$ cat config.mk
export PLATFORM = sky130hd
export DESIGN_NAME = sd_cmd_phy
export DESIGN_NICKNAME = d
export VERILOG_FILES = /design/src/rtl/sd_cmd_phy.sv
export SDC_FILE = /design/constraint.sdc
export NUM_CORES = 1
export LEC_CHECK = 0
export ABC_AREA = 1
export CORE_MARGIN = 2
export CORE_UTILIZATION = 55
export DETAILED_ROUTE_END_ITERATION = 8
export PLACE_DENSITY = 0.8
export SYNTH_ARGS = -nofsm -noshare
export SYNTH_HDL_FRONTEND = slang
export SYNTH_SLANG_ARGS = --single-unit
$ cat constraint.sdc
create_clock -name clock -period 2.7 [get_ports clock]
set_input_delay 0.54 -clock clock [delete_from_list [all_inputs] [get_ports clock]]
set_output_delay 0.54 -clock clock [all_outputs]
set_load 0.005 [all_outputs]
$ cat src/rtl/sd_cmd_phy.sv
// sd_cmd_phy: SD CMD-line PHY, serializes a 48-bit command with CRC7 and captures the 48/136-bit response.
// Optional: define SD_RESP_CRC_CHECK_EN to enable receive CRC7 checking (otherwise crc_err is tied to 0).
module sd_cmd_phy #(
  parameter int TIMEOUT_TICKS = 64,
  parameter int NCR_MIN = 2
) (
  input  logic         clock,
  input  logic         reset,
  input  logic         sd_tick,
  input  logic         cmd_valid,
  output logic         cmd_ready,
  input  logic [5:0]   cmd_index,
  input  logic [31:0]  cmd_arg,
  input  logic [1:0]   resp_type,
  output logic         cmd_pin_out,
  output logic         cmd_oe,
  input  logic         cmd_pin_in,
  output logic [127:0] response,
  output logic         done,
  output logic         timeout_err,
  output logic         crc_err,
  output logic         end_bit_err,
  output logic         index_err
);
  localparam logic [2:0] IDLE = 3'd0, TX = 3'd1, WAIT = 3'd2, RX = 3'd3, FINISH = 3'd4;
  localparam logic [7:0] TO = 8'(TIMEOUT_TICKS), NM = 8'(NCR_MIN);
  logic [2:0]   state;
  logic [5:0]   idx_q;
  logic [1:0]   type_q;
  logic [47:0]  tx_sr;
  logic [7:0]   cnt, wait_n, rx_last;
  logic [127:0] rx_sr, rx_nx;
  logic         accept;
  function automatic logic [6:0] crc7_step(input logic [6:0] c, input logic b);
    return {c[5:3], c[2] ^ c[6] ^ b, c[1:0], c[6] ^ b};
  endfunction
  function automatic logic [6:0] crc7_40(input logic [39:0] d);
    logic [6:0] c;
    c = '0;
    for (int i = 39; i >= 0; i--) c = crc7_step(c, d[i]);
    return c;
  endfunction
  always_comb begin
    cmd_ready = state == IDLE;
    done = state == FINISH;
    accept = cmd_ready & cmd_valid;
    rx_nx = {rx_sr[126:0], cmd_pin_in};
    wait_n = cnt + 8'd1;
    rx_last = type_q == 2'b10 ? 8'd135 : 8'd47;
  end
  // One shared counter: TX bit count, WAIT tick count, then RX bit index.
  always_ff @(posedge clock) begin
    if (reset) begin
      state <= IDLE;
      cmd_pin_out <= 1'b1;
      cmd_oe <= 1'b0;
      response <= '0;
      timeout_err <= 1'b0;
      end_bit_err <= 1'b0;
      index_err <= 1'b0;
      idx_q <= '0;
      type_q <= '0;
      tx_sr <= '0;
      rx_sr <= '0;
      cnt <= '0;
    end else if (accept) begin
      state <= TX;
      idx_q <= cmd_index;
      type_q <= resp_type;
      tx_sr <= {2'b01, cmd_index, cmd_arg, crc7_40({2'b01, cmd_index, cmd_arg}), 1'b1};
      cnt <= '0;
      rx_sr <= '0;
      response <= '0;
      timeout_err <= 1'b0;
      end_bit_err <= 1'b0;
      index_err <= 1'b0;
    end else if (state == FINISH) begin
      state <= IDLE;
    end else if (sd_tick) begin
      case (state)
        TX: if (cnt == 8'd48) begin
          cmd_oe <= 1'b0;
          cmd_pin_out <= 1'b1;
          cnt <= '0;
          state <= type_q == 2'b00 ? FINISH : WAIT;
        end else begin
          cmd_oe <= 1'b1;
          cmd_pin_out <= tx_sr[47];
          tx_sr <= {tx_sr[46:0], 1'b0};
          cnt <= cnt + 8'd1;
        end
        WAIT: begin
          cnt <= wait_n;
          if (wait_n > NM && !cmd_pin_in) begin
            state <= RX;
            cnt <= 8'd1;
            rx_sr <= rx_nx;
          end else if (wait_n == TO) begin
            timeout_err <= 1'b1;
            state <= FINISH;
          end
        end
        RX: begin
          rx_sr <= rx_nx;
          cnt <= cnt + 8'd1;
          if (cnt == rx_last) begin
            state <= FINISH;
            response <= type_q == 2'b10 ? {8'b0, rx_nx[127:8]} : {96'b0, rx_nx[39:8]};
            end_bit_err <= ~cmd_pin_in;
            index_err <= type_q == 2'b01 && rx_nx[45:40] != idx_q;
          end
        end
        default: state <= IDLE;
      endcase
    end
  end
`ifdef SD_RESP_CRC_CHECK_EN
  logic [6:0] rx_crc;
  logic       in_crc;
  always_comb in_crc = type_q == 2'b10 ? (cnt >= 8'd8 && cnt <= 8'd127) : (cnt >= 8'd1 && cnt <= 8'd39);
  always_ff @(posedge clock) begin
    if (reset || accept) begin
      rx_crc <= '0;
      crc_err <= 1'b0;
    end else if (state == RX && sd_tick) begin
      if (in_crc) rx_crc <= crc7_step(rx_crc, cmd_pin_in);
      if (cnt == rx_last) crc_err <= type_q != 2'b11 && rx_crc != rx_nx[7:1];
    end
  end
`else
  always_comb crc_err = 1'b0;
`endif
endmodule
* Word-level counts from Yosys, hierarchy flattened
Cells that the tools add are included.
Word-level totals: logic and storage cells 191, register bits after elaboration 327, input bits 45
Cells by class: reduce and logical (&&, ||, !) cells 21, eq/ne operators 19, magnitude comparators 1, bitwise logic cells 112, add/subtract/negate cells 1, mux-type cells 23
Operators by type and width (number):
- 127-bit one-hot mux with 2 select lines | 1
- 47-bit two-way mux | 5
- 127-bit two-way mux | 1
- 120-bit two-way mux | 1
- 1-bit XOR | 103
- 4-bit AND reduction | 7
- 8-bit two-way mux | 3
- 8-bit one-hot mux with 3 select lines | 1
- 3-bit two-way mux | 5
- 3-bit one-hot mux with 3 select lines | 1
- 8-bit by 1-bit adder with 8-bit output (second input constant) | 1
- 8-bit by 6-bit equality test with 1-bit output (second input constant) | 1
- 8-bit by 7-bit equality test with 1-bit output (second input constant) | 1
- 8-bit equality test | 1
- 8-bit by 2-bit > comparator with 1-bit output (second input constant) | 1
- 2-bit != test (second input constant) | 4
- 4-bit != test (second input constant) | 2
- 1-bit NOT | 8
- 3-bit by 2-bit equality test with 1-bit output (second input constant) | 2
- 6-bit != test | 1
- 2-bit nonzero test | 3
- 3-bit nonzero test | 2
- 1-bit two-way mux | 5
- 5-bit != test (second input constant) | 1
- other kinds (15) | 16

* Longest topological paths before layout
Gate-level depths: netlist of the first run.
depth after elaboration 19, depth in mapped cells 25, depth with buffers taken out 24

* Worst setup path before layout of the first run
Ideal clock, no wire load.
path type input to register, start point input port cmd_index[2], end point register tx_sr[6], slack 0.324 ns, path buffers 1, data required time 2.586 ns, arrival time 2.262 ns, stages 23, path through buf_4 inv_2 nand2_1 nand2_1 nand2_1 inv_1 nor2_2 nand2_1 nand2_1 nand2_1 nand2_1 nand2_1 nand2_2 nand3_1 nand2_2 xor2_1 inv_1 nand2_1 nand3_1 nand2_1 nand2_1 o21bai_1 inv_1
On the way: word-level cells in the longest chain between the ends 18, elaborated cells between the ends (all ways) 48
RTL lines:
- start: declaration | RTL line 12 | input logic [5:0] cmd_index,
- 1-bit XOR (15 in series) | RTL line 35 | return {c[5:3], c[2] ^ c[6] ^ b, c[1:0], c[6] ^ b};
- 1-bit XOR (*) (2 in series) | RTL line 35
- 47-bit two-way mux (*) | RTL line 66 | end else if (accept) begin
- end signal: assignment | RTL line 70 | tx_sr <= {2'b01, cmd_index, cmd_arg, crc7_40({2'b01, cmd_index, cmd_arg}), 1'b1};
- end signal: assignment | RTL line 89 | tx_sr <= {tx_sr[46:0], 1'b0};
- end: declaration | RTL line 30 | logic [47:0] tx_sr;
Every way passes the cells marked *; elsewhere a longest branch is shown, timed or not. A chain may end at the register's enable or synchronous reset.

* Worst setup path after layout of the first run
start point input port cmd_arg[31], end point register tx_sr[4]
On the way: word-level cells in the longest chain between the ends 18, elaborated cells between the ends (all ways) 45
RTL lines:
- start: declaration | RTL line 13 | input logic [31:0] cmd_arg,
- 1-bit XOR (15 in series) | RTL line 35
- 1-bit XOR (*) (2 in series) | RTL line 35
- 47-bit two-way mux (*) | RTL line 66
Marks and branches as above.

==> results of run 1 <==
==> metal layers <==
layer / routed length, µm / global-route usage
met5: 0 / 0
met3: 1776 / 0.03586
met4: 715 / 0.07465
met1: 14060 / 0.3202
met2: 15590 / 0.4215
==> worst max path at each step <==
stage                   startpoint                endpoint  slack (ns)  depth (start not counted)
2_1_floorplan         cmd_index[2]   tx_sr[6]$_SDFFE_PP0P_        0.32                         23
3_3_place_gp          cmd_index[2]   tx_sr[6]$_SDFFE_PP0P_       -0.32                         23
6_report               cmd_arg[31]   tx_sr[4]$_SDFFE_PP0P_        0.16                         21
4_1_cts        cnt[0]$_SDFFE_PP0P_  rx_sr[90]$_SDFFE_PP0P_        0.07                         18
5_1_grt                cmd_arg[31]   tx_sr[6]$_SDFFE_PP0P_       -0.03                         25
3_5_place_dp          cmd_index[2]   tx_sr[4]$_SDFFE_PP0P_       -0.44                         24
==> cells in the final DEF (no fill, tap or decap), types with 3 or more instances in the layout <==
| master | count |
|---|---|
| clkdlybuf4s50_1 | 162 |
| ha_1 | 4 |
| o22ai_1 | 6 |
| inv_1 | 89 |
| nand2_1 | 310 |
| a31oi_1 | 16 |
| clkbuf_16 | 36 |
| nand3_1 | 125 |
| nand2_4 | 4 |
| nor2_1 | 404 |
| nor2_2 | 6 |
| xnor2_1 | 10 |
| o21ai_0 | 152 |
| clkbuf_1 | 3 |
| o221ai_1 | 29 |
| clkbuf_8 | 5 |
| conb_1 | 9 |
| nand2_2 | 20 |
| inv_2 | 7 |
| nand3_2 | 7 |
| buf_12 | 10 |
| xor2_1 | 14 |
| o21ai_1 | 21 |
| clkinv_2 | 12 |
| dfxtp_1 | 317 |
| a21oi_1 | 113 |
| buf_4 | 48 |
| dlymetal6s2s_1 | 9 |
==> repair_timing <==
action,in CTS,in global routing
buffers inserted,0,4
setup endpoints to repair,0,122
resized for setup,0,54
==> cells by family (layout without fill, tap and decap cells) <==
| kind of cell | after synthesis | count (layout) |
|---|---|---|
| AO/OA/AOI/OAI | 343 | 343 |
| buffers and inverters | 222 | 394 |
| AND/OR/NAND/NOR | 886 | 887 |
| flip-flops | 319 | 319 |
| adder cells (fa/ha/maj) | 4 | 4 |
| other | 1 | 9 |
| XOR/XNOR | 27 | 27 |
==> sequential cells by signal, summed over array words and instances, names as in the netlist, 2 cells and up <==
name and flops:
state 3, type_q 2, cnt 8, idx_q 6, response 120, rx_sr 127, tx_sr 48
==> layout make-up <==
cell class | instances | area, µm² | share of cell area
multi-input combinational | 1270 | 5901 | 0.3559
timing repair inverter | 1 | 11.26 | 0.0006792
timing repair buffer | 232 | 2359 | 0.1423
inverter | 100 | 405.4 | 0.02445
clock inverter | 18 | 156.4 | 0.009434
sequential | 319 | 6391 | 0.3855
clock buffer | 43 | 955.9 | 0.05766
tap | 319 | 399.1 | 0.02408
==> synth_stat cells (7+ instances only) <==
library cell  number  share of area
nand2_1          330          0.095
nor2_1           406           0.12
buf_4             12         0.0069
o221ai_1          29          0.019
a31oi_1           16         0.0076
clkbuf_1          80          0.023
buf_2             19         0.0073
inv_2              7         0.0020
o21ai_1           19         0.0073
o21ai_0          154          0.059
xnor2_1           11         0.0074
a21oi_1          113          0.043
dfxtp_1          319           0.49
nand3_1          131          0.050
xor2_1            16          0.011
inv_1             91          0.026
==> stage by stage <==
step / setup slack [ns] / cells
global route: -0.03496 / 2302
finish: 0.1618 / 2302
CTS: 0.07394 / 2295
global placement: -0.3250 / 2234
floorplan: 0.3242 / 1810
detailed placement: -0.4392 / 2234
==> power breakdown <==
group | leakage, nW | switching (mW) | internal (mW)
registers | 2.58 | 0.0682 | 4.83
logic | 3.47 | 0.896 | 0.530
clock network | 0.556 | 1.89 | 2.71
total | 6.60 | 2.85 | 8.08
==> worst max-delay path, cell delays in order <==
cell	delay, ns
clkdlybuf4s50_1	0.42
buf_6	0.14
buf_4	0.13
xnor2_1	0.14
nand2_1	0.08
nand2_2	0.11
xor2_1	0.16
nand2_1	0.09
nand2_1	0.11
nand2_1	0.10
nand2_1	0.09
nand2_2	0.08
nand2_2	0.10
nand2_2	0.07
nand2_1	0.10
nand2_2	0.08
nand2_1	0.10
nand2_1	0.07
nand3_1	0.09
nand3_1	0.08
a21oi_1	0.12
==> qor.csv, run 1 <==
metric,value,unit
Hold Worst Slack,0.4529,ns
CTS H-tree depth,2,
post-synthesis mux area share,0,
Die X,158.2,µm
"EDFF count, synth",0,
ANT nets after route,0,
R2R cell count,18,
Most used DFF post-synth,dfxtp_1,
Finish-stage setup viols,0,
"FFs w/ async S/R, synth",0,
largest net degree at the start of global routing,103,
Sum Neg Setup Slack,0,ns
Hold Crit Depth,2,
Worst R2R Start,cnt[0]$_SDFFE_PP0P_,
Die H,158.2,µm
row count,56,
slew at the pin with the worst max-slew slack,0.7786,ns
Required @ worst endpoint,3.15,ns
max_slew headroom,0.4809,
max-cap check violation count,0,
Power Total,10.93,mW
Pins Over Slew Limit,0,
Final Cell Area,0.01658,mm²
P per Cell Area,659.4,mW/mm²
share of layout cells above drive strength 1,0.08926,
clock buffer depth,3,
CP Capture Type,register,
register area share after synthesis,0.4880,
Area Overhead vs Synth,26.70,%
status,finished clean,
Congestion Overflow GR,0,
Fmax,394.0,MHz
# fillers,1936,
adder-cell share of the synthesized area,0.003825,
drt first pass iters,5,
total track usage,0.2455,
Mapped Avg Cell Area,7.261,µm²
VDD IR max,0.4963,mV
starting density of the core,0.5591,
CTS buffer count,34,
GPL Wtd Cong,0.8800,
DR iter-0 viols,827,
Final Util,0.7084,
Worst Hold Class,reg -> reg,
main combinational cell family by area after synthesis,simple AND/OR/NAND/NOR gates,
"Max FO, Critical Path",4,
global-route wire length before repair,51.01,mm
worst min-delay path endpoint,timeout_err$_SDFFE_PP0P_,
Final nets,2007,
final worst-path cycle share,0.9401,
Post-Syn Instances,1802,
Post-CTS Hold Buffers,0,
hold_sp,timeout_err$_SDFFE_PP0P_,
DRC Markers,0,
minimum clock period,2.538,ns
Via Count,12220,
clk_skew,0.01853,ns
port bufs,171,
"Cell Area, Placed",0.01520,mm²
#FFs+latches synth,319,
worst-skew pair later-pin latency,0.52,ns
Yosys cell types,40,
initial antenna violation count,0,
clock transition at the registers of the reported paths,0.06,ns
Static Leak,6.603,nW
core area,0.02340,mm²
# diodes,0,
R2R Path End,rx_sr[106]$_SDFFE_PP0P_,
drt total wl,32.15,mm
CTS tree,built,
Yosys warning count,0,
total die area,0.02504,mm²
Post-Synth XOR/XNOR Area,0.01807,
Synth Cell Area,0.01309,mm²
CP startpoint kind,input pin,
internal reg-to-reg setup slack,0.20,ns
critical path start-end classification,in -> reg,
vias in the first global route,10830,
clock root cell,clkbuf_16,
Compound-Gate Fraction of Synth Area,0.1430,
clock sink total,319,
Worst EP arrival,2.99,ns
Simple-Gate Fraction of Synth Area,0.2713,
routed len/inst,13.97,µm
final hold vios,0,
DR vias/cell,5.308,
I/O Pins,181,
HPWL after DPL,20.61,mm
Note: power is estimated with default switching activity, not from simulation.
==> run 2: changes to the inputs <==
--- a/config.mk
+++ b/config.mk
@@ -8,6 +8,7 @@
 export ABC_AREA = 1
 export CORE_MARGIN = 2
 export CORE_UTILIZATION = 55
+export CTS_CLUSTER_DIAMETER = 40
 export DETAILED_ROUTE_END_ITERATION = 8
 export PLACE_DENSITY = 0.8
 export SYNTH_ARGS = -nofsm -noshare
==> run 2 against run 1 <==
  * Sequential power about the same
  * Sequential share of layout area decreased by 0.19 points
  * Clock skew up 0.0026 ns
  * Critical endpoint unchanged
  * Largest power group unchanged
  * Critical path depth down 1
  * Final cell count barely moved
  * Global-route usage rose by 0.29 points
  * Non-clock buffer count unchanged
==> qor.csv, run 2 (synthesized netlist as in run 1, its figures left out) <==
metric,value,unit
status,finished clean,
hold_sp,timeout_err$_SDFFE_PP0P_,
max_slew headroom,0.4651,
Largest regs,"rx_sr (127), response (120), tx_sr (48)",
ANT nets after route,0,
# diodes,0,
vias in the first global route,10960,
initial antenna violation count,0,
CP Capture Point,tx_sr[4]$_SDFFE_PP0P_,
Pins Over Slew Limit,0,
VDD IR max,0.5560,mV
total track usage,0.2483,
CTS tree,built,
Area Overhead vs Synth,27.36,%
share of layout cells above drive strength 1,0.09018,
Final nets,2009,
DR iter-0 viols,789,
Power Total,11.20,mW
drt total wl,32.73,mm
Sum Neg Setup Slack,0,ns
largest net degree at the start of global routing,103,
Worst R2R Start,cnt[0]$_SDFFE_PP0P_,
critical path start-end classification,in -> reg,
Die H,158.2,µm
core area,0.02340,mm²
slew at the pin with the worst max-slew slack,0.8023,ns
Final Util,0.7121,
"commonest non-fill, non-tap cell in the layout",nor2_1,
CP Capture Type,register,
GPL Wtd Cong,0.8800,
"commonest non-fill, non-tap cells in the layout","nor2_1, dfxtp_1, nand2_1, clkdlybuf4s50_1, o21ai_0",
Worst Hold Class,reg -> reg,
worst-skew pair later-pin latency,0.52,ns
HPWL after DPL,20.61,mm
Fmax,389.8,MHz
clock buffer depth,3,
clock sink total,319,
Congestion Overflow GR,0,
total die area,0.02504,mm²
global-route wire length before repair,51.70,mm
Post-CTS Hold Buffers,0,
Finish-stage setup viols,0,
clock root cell,clkbuf_16,
Static Leak,6.638,nW
drt first pass iters,5,
Via Count,12230,
R2R cell count,17,
DRC Markers,0,
P per Cell Area,671.8,mW/mm²
Die X,158.2,µm
CTS H-tree depth,2,
minimum clock period,2.566,ns
row count,56,
clk_skew,0.02115,ns
starting density of the core,0.5591,
max-cap check violation count,0,
max reg flops,127,
Worst EP arrival,3.00,ns
clock transition at the registers of the reported paths,0.06,ns
internal reg-to-reg setup slack,0.21,ns
routed len/inst,14.21,µm
final worst-path cycle share,0.9502,
"Max FO, Critical Path",5,
Required @ worst endpoint,3.14,ns
Biggest register,rx_sr,
CTS buffer count,36,
# fillers,1923,
CP Launch Point,cmd_arg[31],
final hold vios,0,
CP startpoint kind,input pin,
port bufs,171,
DR vias/cell,5.306,
R2R Path End,rx_sr[125]$_SDFFE_PP0P_,
I/O Pins,181,
-- run 2: cell types whose count changed in the layout (fill, tap and decap cells not counted), sizes merged --
cell,delta
clkinvlp,+1
clkdlybuf4s50,-3
clkdlybuf4s15,+1
clkbuf,+2
dlymetal6s2s,+2
clkinv,-5
inv,+3
bufinv,+1
-- run 2: area by class of cell --
type | count | area (µm²) | share of cell area
Multi-Input combinational cell | 1270 | 5899 | 0.3540
Tap cell | 319 | 399.1 | 0.02395
Timing Repair Buffer | 232 | 2359 | 0.1415
Sequential cell | 319 | 6392 | 0.3836
Timing Repair inverter | 1 | 11.26 | 0.0006757
Clock buffer | 45 | 974.7 | 0.05849
Clock inverter | 18 | 224.0 | 0.01344
Inverter | 100 | 405.4 | 0.02433
-- run 2: worst min path at each step --
| stage | cells after the start | slack (ns) | end |
|---|---|---|---|
| 3_3_place_gp | 2 | 0.45 | tx_sr[8]$_SDFFE_PP0P_ |
| 2_1_floorplan | 2 | 0.43 | tx_sr[8]$_SDFFE_PP0P_ |
| 6_report | 2 | 0.45 | timeout_err$_SDFFE_PP0P_ |
| 3_5_place_dp | 2 | 0.45 | timeout_err$_SDFFE_PP0P_ |
| 4_1_cts | 2 | 0.46 | timeout_err$_SDFFE_PP0P_ |
| 5_1_grt | 2 | 0.48 | response[86]$_SDFFE_PP0P_ |
-- run 2: worst max-delay path, cell delays in order --
cell             delay [ns]
clkdlybuf4s50_1        0.48
buf_6                  0.12
xor2_1                 0.13
nand2_1                0.06
nand2_1                0.17
xor2_1                 0.17
nand2_1                0.09
nand2_1                0.11
nand2_1                0.09
nand2_1                0.09
nand2_2                0.09
nand2_2                0.10
nand2_2                0.07
nand2_1                0.09
nand2_1                0.07
nand2_2                0.08
nand3_1                0.10
nand3_1                0.09
nand3_1                0.11
a21oi_2                0.14
-- run 2: where the power goes --
| part | internal, mW | switching, mW |
|---|---|---|
| sequential | 4.83 | 0.0699 |
| clock | 2.90 | 1.97 |
| combinational | 0.525 | 0.900 |
| total | 8.25 | 2.94 |
-- run 2: per-layer routing --
metal | part of all wire | GRT usage | up-vias
met3 | 0.046 | 0.03312 | 67
met1 | 0.44 | 0.3234 | 5684
met4 | 0.027 | 0.07979 | 0
met2 | 0.49 | 0.4275 | 336
met5 | 0 | 0 | -
li1 | - | - | 6139
-- run 2: repair_timing --
action / CTS / global route
endpoints found under the setup margin: 1 / 116
pin swaps: 0 / 7
endpoints found under the hold margin: 0 / 0
cloned: 0 / 3
resized for setup: 1 / 57
buffers inserted: 0 / 4
-- run 2: stage by stage --
stage / hold slack [ns] / cell area, µm² / std cells / setup WS, ns
after floorplan: 0.4266 / 13120 / 1810 / 0.3242
after global placement: 0.4492 / 15200 / 2234 / -0.3250
after detailed placement: 0.4471 / 15200 / 2234 / -0.4392
after CTS: 0.4584 / 16390 / 2297 / 0.03254
after global routing: 0.4818 / 16660 / 2304 / -0.05118
final: 0.4536 / 16660 / 2304 / 0.1344
